==> src/rtl/count_disp_pkg.sv <==
// count_disp_pkg: shared types and constants for the BCD display converter.
//   state_e    - converter FSM states
//   SEG_BLANK  - active-low pattern with every segment off
//   SEG_LUT    - active-low gfedcba codes for decimal digits 0..9
//   pow10()    - constant helper used for the digit-capacity check
`timescale 1ns/1ps
package count_disp_pkg;

    typedef enum logic [1:0] {IDLE, CONV, LOAD} state_e;

    localparam logic [6:0] SEG_BLANK = 7'h7F;

    localparam logic [6:0] SEG_LUT [0:9] = '{
        7'b1000000, 7'b1111001, 7'b0100100, 7'b0110000, 7'b0011001,
        7'b0010010, 7'b0000010, 7'b1111000, 7'b0000000, 7'b0010000
    };

    function automatic longint unsigned pow10(input int n);
        longint unsigned p;
        p = 64'd1;
        for (int i = 0; i < n; i++) p = p * 64'd10;
        return p;
    endfunction

endpackage

==> src/rtl/count_bcd_display_if.sv <==
// count_bcd_display_if: groups the counter input and the display-side outputs.
//   count_in  binary count from the upstream counter
//   bcd_out   registered BCD, digit d at [4d+:4]
//   seg_out   registered active-low segments, digit d at [7d+:7]
//   busy/done/valid  conversion status
// Modports: master = counter/monitor side, slave = converter.
`timescale 1ns/1ps
interface count_bcd_display_if #(
    parameter int WIDTH  = 8,
    parameter int DIGITS = 3
);
    logic [WIDTH-1:0]    count_in;
    logic [4*DIGITS-1:0] bcd_out;
    logic [7*DIGITS-1:0] seg_out;
    logic                busy;
    logic                done;
    logic                valid;

    modport master (output count_in, input bcd_out, seg_out, busy, done, valid);
    modport slave  (input count_in, output bcd_out, seg_out, busy, done, valid);
endinterface

==> src/rtl/count_bcd_display_seg7_encode.sv <==
// seg7_encode: combinational BCD nibble to active-low 7-segment code.
//   nibble_i  BCD digit (values above 9 show as blank)
//   seg_o     gfedcba at [6:0], active-low
`timescale 1ns/1ps
module seg7_encode
    import count_disp_pkg::*;
(
    input  logic [3:0] nibble_i,
    output logic [6:0] seg_o
);
    always_comb begin
        seg_o = SEG_BLANK;
        if (nibble_i <= 4'd9) seg_o = SEG_LUT[nibble_i];
    end
endmodule

==> src/rtl/count_bcd_display.sv <==
// count_bcd_display: samples a binary count and converts it to decimal for
// 7-segment displays using sequential double-dabble (one bit per clock).
//   clk  rising-edge clock
//   r    asynchronous active-high reset
//   bus  slave modport: count_in in; bcd_out, seg_out, busy, done, valid out
// Results land in output registers only at the end of a conversion, so the
// displays never show partial values.
`timescale 1ns/1ps
module count_bcd_display
    import count_disp_pkg::*;
#(
    parameter int WIDTH    = 8,
    parameter int DIGITS   = 3,
    parameter bit BLANK_LZ = 1'b1
) (
    input  logic                clk,
    input  logic                r,
    count_bcd_display_if.slave  bus
);
    localparam int BW     = 4 * DIGITS;
    localparam int SW     = 7 * DIGITS;
    localparam int ITER_W = (WIDTH > 1) ? $clog2(WIDTH) : 1;

    if (WIDTH < 1 || WIDTH > 16) begin : g_bad_width
        $error("count_bcd_display: WIDTH must be 1..16");
    end
    if (pow10(DIGITS) <= (64'd1 << WIDTH) - 64'd1) begin : g_bad_digits
        $error("count_bcd_display: DIGITS too small for WIDTH");
    end

    state_e            state_q,   state_d;
    logic [WIDTH-1:0]  bin_q,     bin_d;
    logic [WIDTH-1:0]  last_q,    last_d;
    logic [BW-1:0]     work_q,    work_d;
    logic [BW-1:0]     bcd_q,     bcd_d;
    logic [SW-1:0]     seg_q,     seg_d;
    logic [ITER_W-1:0] iter_q,    iter_d;
    logic              pending_q, pending_d;
    logic              busy_q,    busy_d;
    logic              done_q,    done_d;
    logic              valid_q,   valid_d;

    logic [BW-1:0]     work_adj;
    logic [SW-1:0]     seg_raw;
    logic [SW-1:0]     seg_enc;

    // Double-dabble correction: each nibble >= 5 gets +3 so the following
    // shift carries into the next decimal digit.
    always_comb begin
        work_adj = work_q;
        for (int d = 0; d < DIGITS; d++) begin
            if (work_q[4*d +: 4] >= 4'd5) work_adj[4*d +: 4] = work_q[4*d +: 4] + 4'd3;
        end
    end

    for (genvar g = 0; g < DIGITS; g++) begin : g_enc
        seg7_encode u_enc (
            .nibble_i (work_q[4*g +: 4]),
            .seg_o    (seg_raw[7*g +: 7])
        );
    end

    // Leading-zero blanking, scanning from the top digit down; the units
    // digit is never blanked and interior zeros stay visible.
    always_comb begin
        logic hi_zero;
        seg_enc = seg_raw;
        hi_zero = 1'b1;
        // NOTE: hi_zero is a combinational temporary updated in loop order,
        // so it needs blocking assignments to carry the running result.
        for (int d = DIGITS - 1; d >= 1; d--) begin
            hi_zero = hi_zero && (work_q[4*d +: 4] == 4'd0);
            if (BLANK_LZ && hi_zero) seg_enc[7*d +: 7] = SEG_BLANK;
        end
    end

    always_comb begin
        // NOTE: every next-state value defaults to its current value first so
        // no path through the case leaves a signal unassigned (no latches).
        state_d   = state_q;
        bin_d     = bin_q;
        last_d    = last_q;
        work_d    = work_q;
        bcd_d     = bcd_q;
        seg_d     = seg_q;
        iter_d    = iter_q;
        pending_d = pending_q;
        busy_d    = busy_q;
        done_d    = 1'b0;
        valid_d   = valid_q;

        unique case (state_q)
            IDLE: begin
                if ((bus.count_in != last_q) || pending_q) begin
                    bin_d     = bus.count_in;
                    last_d    = bus.count_in;
                    work_d    = '0;
                    iter_d    = '0;
                    pending_d = 1'b0;
                    busy_d    = 1'b1;
                    state_d   = CONV;
                end
            end
            CONV: begin
                {work_d, bin_d} = {work_adj, bin_q} << 1;
                iter_d = iter_q + 1'b1;
                if (iter_q == ITER_W'(WIDTH - 1)) state_d = LOAD;
            end
            LOAD: begin
                bcd_d   = work_q;
                seg_d   = seg_enc;
                done_d  = 1'b1;
                valid_d = 1'b1;
                busy_d  = 1'b0;
                state_d = IDLE;
            end
            default: state_d = IDLE;
        endcase
    end

    // pending forces a conversion of whatever count is held after reset.
    always_ff @(posedge clk or posedge r) begin
        if (r) begin
            state_q   <= IDLE;
            bin_q     <= '0;
            last_q    <= '0;
            work_q    <= '0;
            bcd_q     <= '0;
            iter_q    <= '0;
            pending_q <= 1'b1;
            busy_q    <= 1'b0;
            done_q    <= 1'b0;
            valid_q   <= 1'b0;
            for (int d = 0; d < DIGITS; d++) begin
                seg_q[7*d +: 7] <= ((d == 0) || !BLANK_LZ) ? SEG_LUT[0] : SEG_BLANK;
            end
        end else begin
            // NOTE: sequential state uses non-blocking assignments so every
            // register samples the pre-edge values of the others.
            state_q   <= state_d;
            bin_q     <= bin_d;
            last_q    <= last_d;
            work_q    <= work_d;
            bcd_q     <= bcd_d;
            seg_q     <= seg_d;
            iter_q    <= iter_d;
            pending_q <= pending_d;
            busy_q    <= busy_d;
            done_q    <= done_d;
            valid_q   <= valid_d;
        end
    end

    assign bus.bcd_out = bcd_q;
    assign bus.seg_out = seg_q;
    assign bus.busy    = busy_q;
    assign bus.done    = done_q;
    assign bus.valid   = valid_q;

endmodule

==> src/flat_wrapper.sv <==
// flat-port wrapper written by rule: the top's interface ports become plain ports
module count_bcd_display_flat import count_disp_pkg::*;
#(
    parameter int WIDTH    = 8,
    parameter int DIGITS   = 3,
    parameter bit BLANK_LZ = 1'b1
)
  (clk, r, bus_count_in, bus_bcd_out, bus_seg_out, bus_busy, bus_done, bus_valid);
  count_bcd_display_if #(.WIDTH(WIDTH), .DIGITS(DIGITS)) bus_i ();
  input  logic clk;
  input  logic r;
  input wire logic [$bits(bus_i.count_in)-1:0] bus_count_in;
  output wire logic [$bits(bus_i.bcd_out)-1:0] bus_bcd_out;
  output wire logic [$bits(bus_i.seg_out)-1:0] bus_seg_out;
  output wire logic [$bits(bus_i.busy)-1:0] bus_busy;
  output wire logic [$bits(bus_i.done)-1:0] bus_done;
  output wire logic [$bits(bus_i.valid)-1:0] bus_valid;
  assign bus_i.count_in = bus_count_in;
  assign bus_bcd_out = bus_i.bcd_out;
  assign bus_seg_out = bus_i.seg_out;
  assign bus_busy = bus_i.busy;
  assign bus_done = bus_i.done;
  assign bus_valid = bus_i.valid;
  count_bcd_display #(.WIDTH(WIDTH), .DIGITS(DIGITS), .BLANK_LZ(BLANK_LZ)) u_core (.clk(clk), .r(r), .bus(bus_i));
endmodule
==> config.mk <==
export PLATFORM = sky130hd
export DESIGN_NAME = count_bcd_display_flat
export DESIGN_NICKNAME = d
export VERILOG_FILES = /design/src/rtl/count_disp_pkg.sv /design/src/rtl/count_bcd_display_if.sv /design/src/rtl/count_bcd_display_seg7_encode.sv /design/src/rtl/count_bcd_display.sv /design/src/flat_wrapper.sv
export SDC_FILE = /design/constraint.sdc
export NUM_CORES = 1
export LEC_CHECK = 0
export ABC_AREA = 0
export BUFFER_PORTS_ARGS = -buffer_cell sky130_fd_sc_hd__buf_2
export CAP_MARGIN = 20
export CORE_MARGIN = 1.5
export CORE_UTILIZATION = 57
export DETAILED_ROUTE_END_ITERATION = 7
export PLACE_DENSITY = 0.79
export SLEW_MARGIN = 15
export SYNTH_ARGS = -nofsm -noshare
export SYNTH_HDL_FRONTEND = slang
export SYNTH_SLANG_ARGS = --single-unit
==> constraint.sdc <==
create_clock -name clk -period 2.72 [get_ports clk]
set_input_delay 0.272 -clock clk [delete_from_list [all_inputs] [get_ports clk]]
set_output_delay 0.272 -clock clk [all_outputs]
set_load 0.005 [all_outputs]
==> results of run 1 <==
[stage by stage]
step | instances | worst slack (ns)
finish | 485 | 0.701
global route | 485 | 0.617
CTS | 485 | 0.679
detailed placement | 469 | 0.691
global placement | 469 | 0.760
floorplan | 362 | 0.706
[layout by cell type, fill, tap and decap left out, types with 2 or more instances in the layout]
master,netlist,final
a21o_1,3,3
a21oi_1,26,26
a22o_1,8,8
and2_1,2,2
buf_2,2,45
buf_4,0,5
clkbuf_8,0,13
dfrtp_1,54,54
dfstp_2,16,16
ha_1,16,16
inv_1,11,10
mux2_4,4,4
nand2_1,63,63
nand2b_1,16,16
nor2_1,34,34
nor2b_1,5,5
o211a_1,3,3
o21ai_0,27,27
o21ai_1,3,3
o22a_1,5,5
o22ai_1,3,3
o2bb2ai_1,3,3
o31ai_1,10,10
xnor2_1,8,8
xor2_1,5,5
[where the power goes]
group          internal [mW]  total (mW)  leakage (nW)  switching [mW]
registers               1.56        1.98         0.850           0.422
logic                  0.935        1.97         0.974            1.03
clock network          0.524       0.902         0.109           0.378
[flip-flops by register name, summed over array words and instances, names as in the netlist]
signal	count
u_core.bus.bcd_out	12
u_core.bin_q	8
u_core.work_q	12
u_core.bus.done	1
u_core.iter_q	3
u_core.state_q	2
u_core.pending_q	1
u_core.bus.valid	1
u_core.bus.seg_out	21
u_core.bus.busy	1
u_core.last_q	8
[cell type report]
type | count | share of cell area (%)
clock inverter | 2 | 0.938
sequential | 70 | 44.3
inverter | 11 | 1.03
timing repair buffer | 50 | 6.56
clock buffer | 14 | 4.56
tap | 75 | 2.34
multi-input combinational | 263 | 40.3
[path summary, 6_finish.rpt]
path / start / end / cells past startpoint
worst max-delay path: u_core.last_q[6] / u_core.last_q[6] / 5
worst min-delay path: r / u_core.last_q[2] / 2
worst max register to register: u_core.last_q[6] / u_core.last_q[6] / 5
worst min register to register: u_core.bus.seg_out[6] / u_core.bus.seg_out[6] / 2
max in group asynchronous: r / u_core.bus.seg_out[19] / 3
min in group clk: bus_count_in[7] / u_core.last_q[7] / 3
[routing by layer]
metal	vias up	global-route usage (%)	wire, um
met5	-	0	0
li1	1325	-	-
met3	13	5.62	311
met4	0	8.97	102
met2	73	37.0	3280
met1	1295	30.8	3330
[critical path, delay by kind of cell, from the launching register on]
| family | cells | cell delay (ns) |
|---|---|---|
| flip-flops | 1 | 0.41 |
| AND/OR/NAND/NOR | 3 | 1.03 |
| multiplexers | 1 | 0.32 |
| XOR/XNOR | 1 | 0.15 |
[kinds of logic (layout without fill, tap and decap cells)]
logic type,after synthesis,count (layout),share of synthesized area [%]
AO/OA/AOI/OAI,100,100,18.5
XOR/XNOR,13,13,3.26
adder cells (fa/ha/maj),16,16,5.72
buffers and inverters,29,77,3.18
flip-flops,70,70,50.7
multiplexers,5,5,2.00
AND/OR/NAND/NOR,129,129,16.7
==> results.sh, run 1 <==
export IMPL_outcome="finished clean"
export IMPL_synth_edf_count=0
export IMPL_netlist_top_cells_count="nand2_1, dfrtp_1, nor2_1"
export IMPL_core_area_sq_um=5920
export IMPL_dieArea_sq_um=6610
export IMPL_arrival_ns=2.25
export IMPL_floorplan_initialDensity_pct=59.1
export IMPL_drtPass1Iterations=4
export IMPL_grt_pass1_wl_mm=11.6
export IMPL_post_route_util_pct=67.6
export IMPL_start_kind="register"
export IMPL_avgSynthCellArea_sq_um=9.66
export IMPL_vias_per_cell=5.58
export IMPL_post_drt_wl_per_cell_um=14.5
export IMPL_power_mw=4.85
export IMPL_cts_resized_gates=0
export IMPL_p_leak_nw=1.93
export IMPL_path_clk_slew_ns=0.07
export IMPL_fillCellCount=474
export IMPL_critical_path_max_stage_delay_ns=0.55
export IMPL_io_buffers=45
export IMPL_cpMaxStageDelayCell="or4_4"
export IMPL_multi_input_area_sq_um=1610
export IMPL_worst_slew_pin_transition_ns=0.656
export IMPL_synth_most_common_cell="nand2_1"
export IMPL_place_area_sq_um=3780
export IMPL_numCtsBuffers=9
export IMPL_antenna_found_initial=0
export IMPL_cts_setup_buffers=0
export IMPL_hp_class="in -> async"
export IMPL_h_tree_depth=3
export IMPL_synth_top_cell_area_share_pct=38.6
export IMPL_num_io_pins=46
export IMPL_yosys_top_cells_area="dfrtp_1, dfstp_2, nand2_1, ha_1, o21ai_0"
export IMPL_drc=0
export IMPL_drive_above_1_share_pct=22.2
export IMPL_setup_viol=0
export IMPL_synthCells=362
export IMPL_via_count=2706
export IMPL_hpwl_mm=4.78
export IMPL_yosysSeqAreaShare_pct=50.7
export IMPL_clk_latency_ns=0.35
export IMPL_grt_pass1_vias=2520
export IMPL_clock_sinks=70
export IMPL_synth_main_ff_cell="dfrtp_1"
export IMPL_endpoint_kind="register"
export IMPL_antenna_cells=0
export IMPL_final_antenna_net_count=0
export IMPL_slew_viol_final=0
export IMPL_syn_to_final_growth_pct=14.5
export IMPL_crit_fanout=8
export IMPL_regArea_sq_um=1770
export IMPL_fmax_mhz=495
export IMPL_setup_tns_ns=0
export IMPL_ys_types=44
export IMPL_required_ns=2.95
export IMPL_nets=431
export IMPL_crit_chain="xor2_1, or4_4, nor3_4, nor2_4, mux2_4"
export IMPL_hold_slack_ns=0.0126
export IMPL_cap_viol_max_count=0
export IMPL_gp_congestion=0.814
export IMPL_grt_util_all_layers_pct=23.3
export IMPL_min_period_ns=2.02
export IMPL_fin_skew_ns=0.00768
export IMPL_row_count=28
export IMPL_ys_async_sr_fraction_pct=100
export IMPL_fin_crit_sh_pct=74.2
export IMPL_synth_area_sq_um=3500
export IMPL_slew_headroom_pct=56.2
export IMPL_cts_root_buf="clkbuf_8"
export IMPL_tritoncts="built"
export IMPL_r2r_setup_slack_ns=0.70
export IMPL_critical_path_class="reg -> reg"
export IMPL_die_h_um=81.3
export IMPL_synth_warnings=0
export IMPL_yosysTopAreaCell="dfrtp_1"
export IMPL_grt_max_degree=43
export IMPL_die_w_um=81.3
export IMPL_drtIter0Drc=156
export IMPL_ir_drop_mv=0.606
export IMPL_clk_path_buf_depth=2
export IMPL_ys_ff_latch=70
export IMPL_routed_wl_mm=7.02
export IMPL_grt_setup_unrepaired="false"
export IMPL_overflow=0
export IMPL_final_hold_viol_count=0
export IMPL_synth_nets=388
export IMPL_fin_area_sq_um=4000
export IMPL_powerDensity_nw_per_um2=1210
export IMPL_hold_buffers=0
Note: power is estimated with default switching activity, not from simulation.
==> run 2, diff against run 1 <==
Settings changed: CORE_UTILIZATION 57 to 52, PLACE_DENSITY 0.79 to 0.76.
Clock period 2.72 ns to 1.7 ns, I/O delays scaled along.
==> run 2 against run 1 <==
The flow now finishes with violations (design-rule violations, negative setup slack). Register-to-register slack lost 0.87 ns. Critical endpoint is now u_core.bin_q[5]. Core utilization down 0.78 points. Setup slack got worse by 0.87 ns. Clock skew down 0.0016 ns. Die area up 9.3%.
==> results.sh, run 2 (synthesis gave the netlist of run 1 again) <==
export IMPL_h_tree_depth=3
export IMPL_cts_setup_buffers=0
export IMPL_core_area_sq_um=6420
export IMPL_syn_to_final_growth_pct=22.8
export IMPL_floorplan_initialDensity_pct=54.5
export IMPL_cpMaxStageDelayCell="or4_4"
export IMPL_power_mw=8.17
export IMPL_largest_register_ffs=21
export IMPL_internal_power_mw=5.09
export IMPL_endpoint_kind="register"
export IMPL_power_switching_mw=3.08
export IMPL_violations="design-rule violations, negative setup slack"
export IMPL_start_kind="register"
export IMPL_layout_common_cells="nand2_1, dfrtp_1, buf_2, nor2_1, buf_4"
export IMPL_p_leak_nw=2.09
export IMPL_overflow=0
export IMPL_drive_above_1_share_pct=29.3
export IMPL_die_h_um=85.0
export IMPL_post_drt_wl_per_cell_um=14.2
export IMPL_antenna_cells=0
export IMPL_routed_wl_mm=7.37
export IMPL_hpwl_mm=5.30
export IMPL_p_comb_share_pct=47.2
export IMPL_power_share_clock_pct=16.1
export IMPL_final_cells=517
export IMPL_gp_congestion=0.862
export IMPL_nets=461
export IMPL_drc=3
export IMPL_crit_chain="xor2_1, or4_4, o41ai_4, buf_4, nor2b_1, a21oi_1"
export IMPL_fmax_mhz=536
export IMPL_path_clk_slew_ns=0.07
export IMPL_final_antenna_net_count=0
export IMPL_drtIter0Drc=169
export IMPL_use_met1_pct=28.7
export IMPL_tritoncts="built"
export IMPL_cap_viol_max_count=0
export IMPL_via_count=2812
export IMPL_hp_class="in -> reg"
export IMPL_io_buffers=45
export IMPL_ir_drop_mv=0.932
export IMPL_final_hold_viol_count=0
export IMPL_grt_util_all_layers_pct=22.5
export IMPL_grt_busiest_layer="met2"
export IMPL_critical_path_max_stage_delay_ns=0.56
export IMPL_clock_sinks=70
export IMPL_cp_num_buf_inv=1
export IMPL_min_period_ns=1.86
export IMPL_met2_usage_pct=38.1
export IMPL_row_count=29
export IMPL_use_met3_pct=3.79
export IMPL_grt_pass1_vias=2804
export IMPL_fin_crit_sh_pct=110
export IMPL_crit_fanout=4
export IMPL_setup_viol=29
export IMPL_grt_pass1_wl_mm=12.9
export IMPL_slew_headroom_pct=63.0
export IMPL_required_ns=1.92
export IMPL_final_common_cell="nand2_1"
export IMPL_clk_path_buf_depth=2
export IMPL_cpLargestDelayFamily="simple AND/OR/NAND/NOR gates"
export IMPL_cts_root_buf="clkbuf_8"
export IMPL_numCtsBuffers=9
export IMPL_worst_slew_pin_transition_ns=0.554
export IMPL_outcome="finished with violations"
export IMPL_dp_cells=500
export IMPL_power_frac_seq_pct=36.7
export IMPL_drtPass1Iterations=6
export IMPL_vias_per_cell=5.44
export IMPL_clk_latency_ns=0.34
export IMPL_fin_skew_ns=0.00608
export IMPL_grt_max_degree=43
export IMPL_num_io_pins=46
export IMPL_critical_path_class="reg -> reg"
export IMPL_worst_slack_ns=-0.165
export IMPL_die_w_um=85.0
export IMPL_dieArea_sq_um=7230
export IMPL_arrival_ns=2.08
export IMPL_slew_viol_final=0
export IMPL_powerDensity_nw_per_um2=1900
export IMPL_grt_setup_unrepaired="true"
export IMPL_p_sw_share_pct=37.7
export IMPL_antenna_found_initial=0
## run 2: changes by cell type in the layout (fill, tap and decap cells not counted), moves of 3 or more
cell | before | now
nor2b_1 | 5 | 2
clkbuf_8 | 13 | 10
ha_1 | 16 | 13
buf_4 | 5 | 31
nor2b_4 | 0 | 3
## run 2: final cells by class
type,count,area (sq um)
inverters,11,45.0
clock inverters,3,43.8
fillers,518,2130
multi-input cells,263,1680
flip-flops and latches,70,1770
repair buffers,80,510
clock buffers,13,149
well taps,77,96.3
## run 2: layer usage
layer	vias up	part of all wire [%]
met5	-	0
met4	0	1.5
met3	10	3.1
met2	51	51
met1	1368	44
li1	1383	-
## run 2: what timing repair did
action,in CTS,in global routing
pin swaps,0,2
resized for setup,7,12
hold buffers,1,0
endpoints found under the hold margin,12,0
setup endpoints to repair,35,37
## run 2: power groups by stage
| stage | sequential [mW] | clock [mW] | combinational, mW |
|---|---|---|---|
| after floorplan | 2.94 | 0 | 2.47 |
| after global placement | 2.96 | 0 | 3.62 |
| after detailed placement | 3.01 | 0 | 3.73 |
| after CTS | 2.99 | 1.35 | 3.81 |
| after global routing | 3.08 | 1.42 | 4.33 |
| final | 3.00 | 1.32 | 3.85 |
## run 2: metrics by stage
step	util (%)	TNS, ns	hold WS [ns]	worst slack (ns)	instance area [sq um]
floorplan	-	-1.03	0.275	-0.140	3500
global placement	62.6	-2.00	0.248	-0.0923	4020
detailed placement	62.6	-3.71	0.263	-0.182	4020
CTS	66.4	-3.74	0.0517	-0.163	4260
global route	66.8	-5.75	0.0754	-0.247	4290
finish	66.8	-3.21	0.0692	-0.165	4290
## run 2: path summary, 6_finish.rpt
check	start	endpoint	slack (ns)	cells past startpoint
max	u_core.last_q[6]	u_core.bin_q[5]	-0.16	6
min	bus_count_in[4]	u_core.last_q[4]	0.07	3
max reg2reg	u_core.last_q[6]	u_core.bin_q[5]	-0.16	6
min reg2reg	u_core.bus.seg_out[6]	u_core.bus.seg_out[6]	0.46	2
max in group asynchronous	r	u_core.pending_q	0.65	4
min in group asynchronous	r	u_core.bin_q[7]	0.42	3
## run 2: worst min-delay path, stage by stage
cell     delay [ns]
buf_2          0.11
nand2_1        0.05
nand2_1        0.05
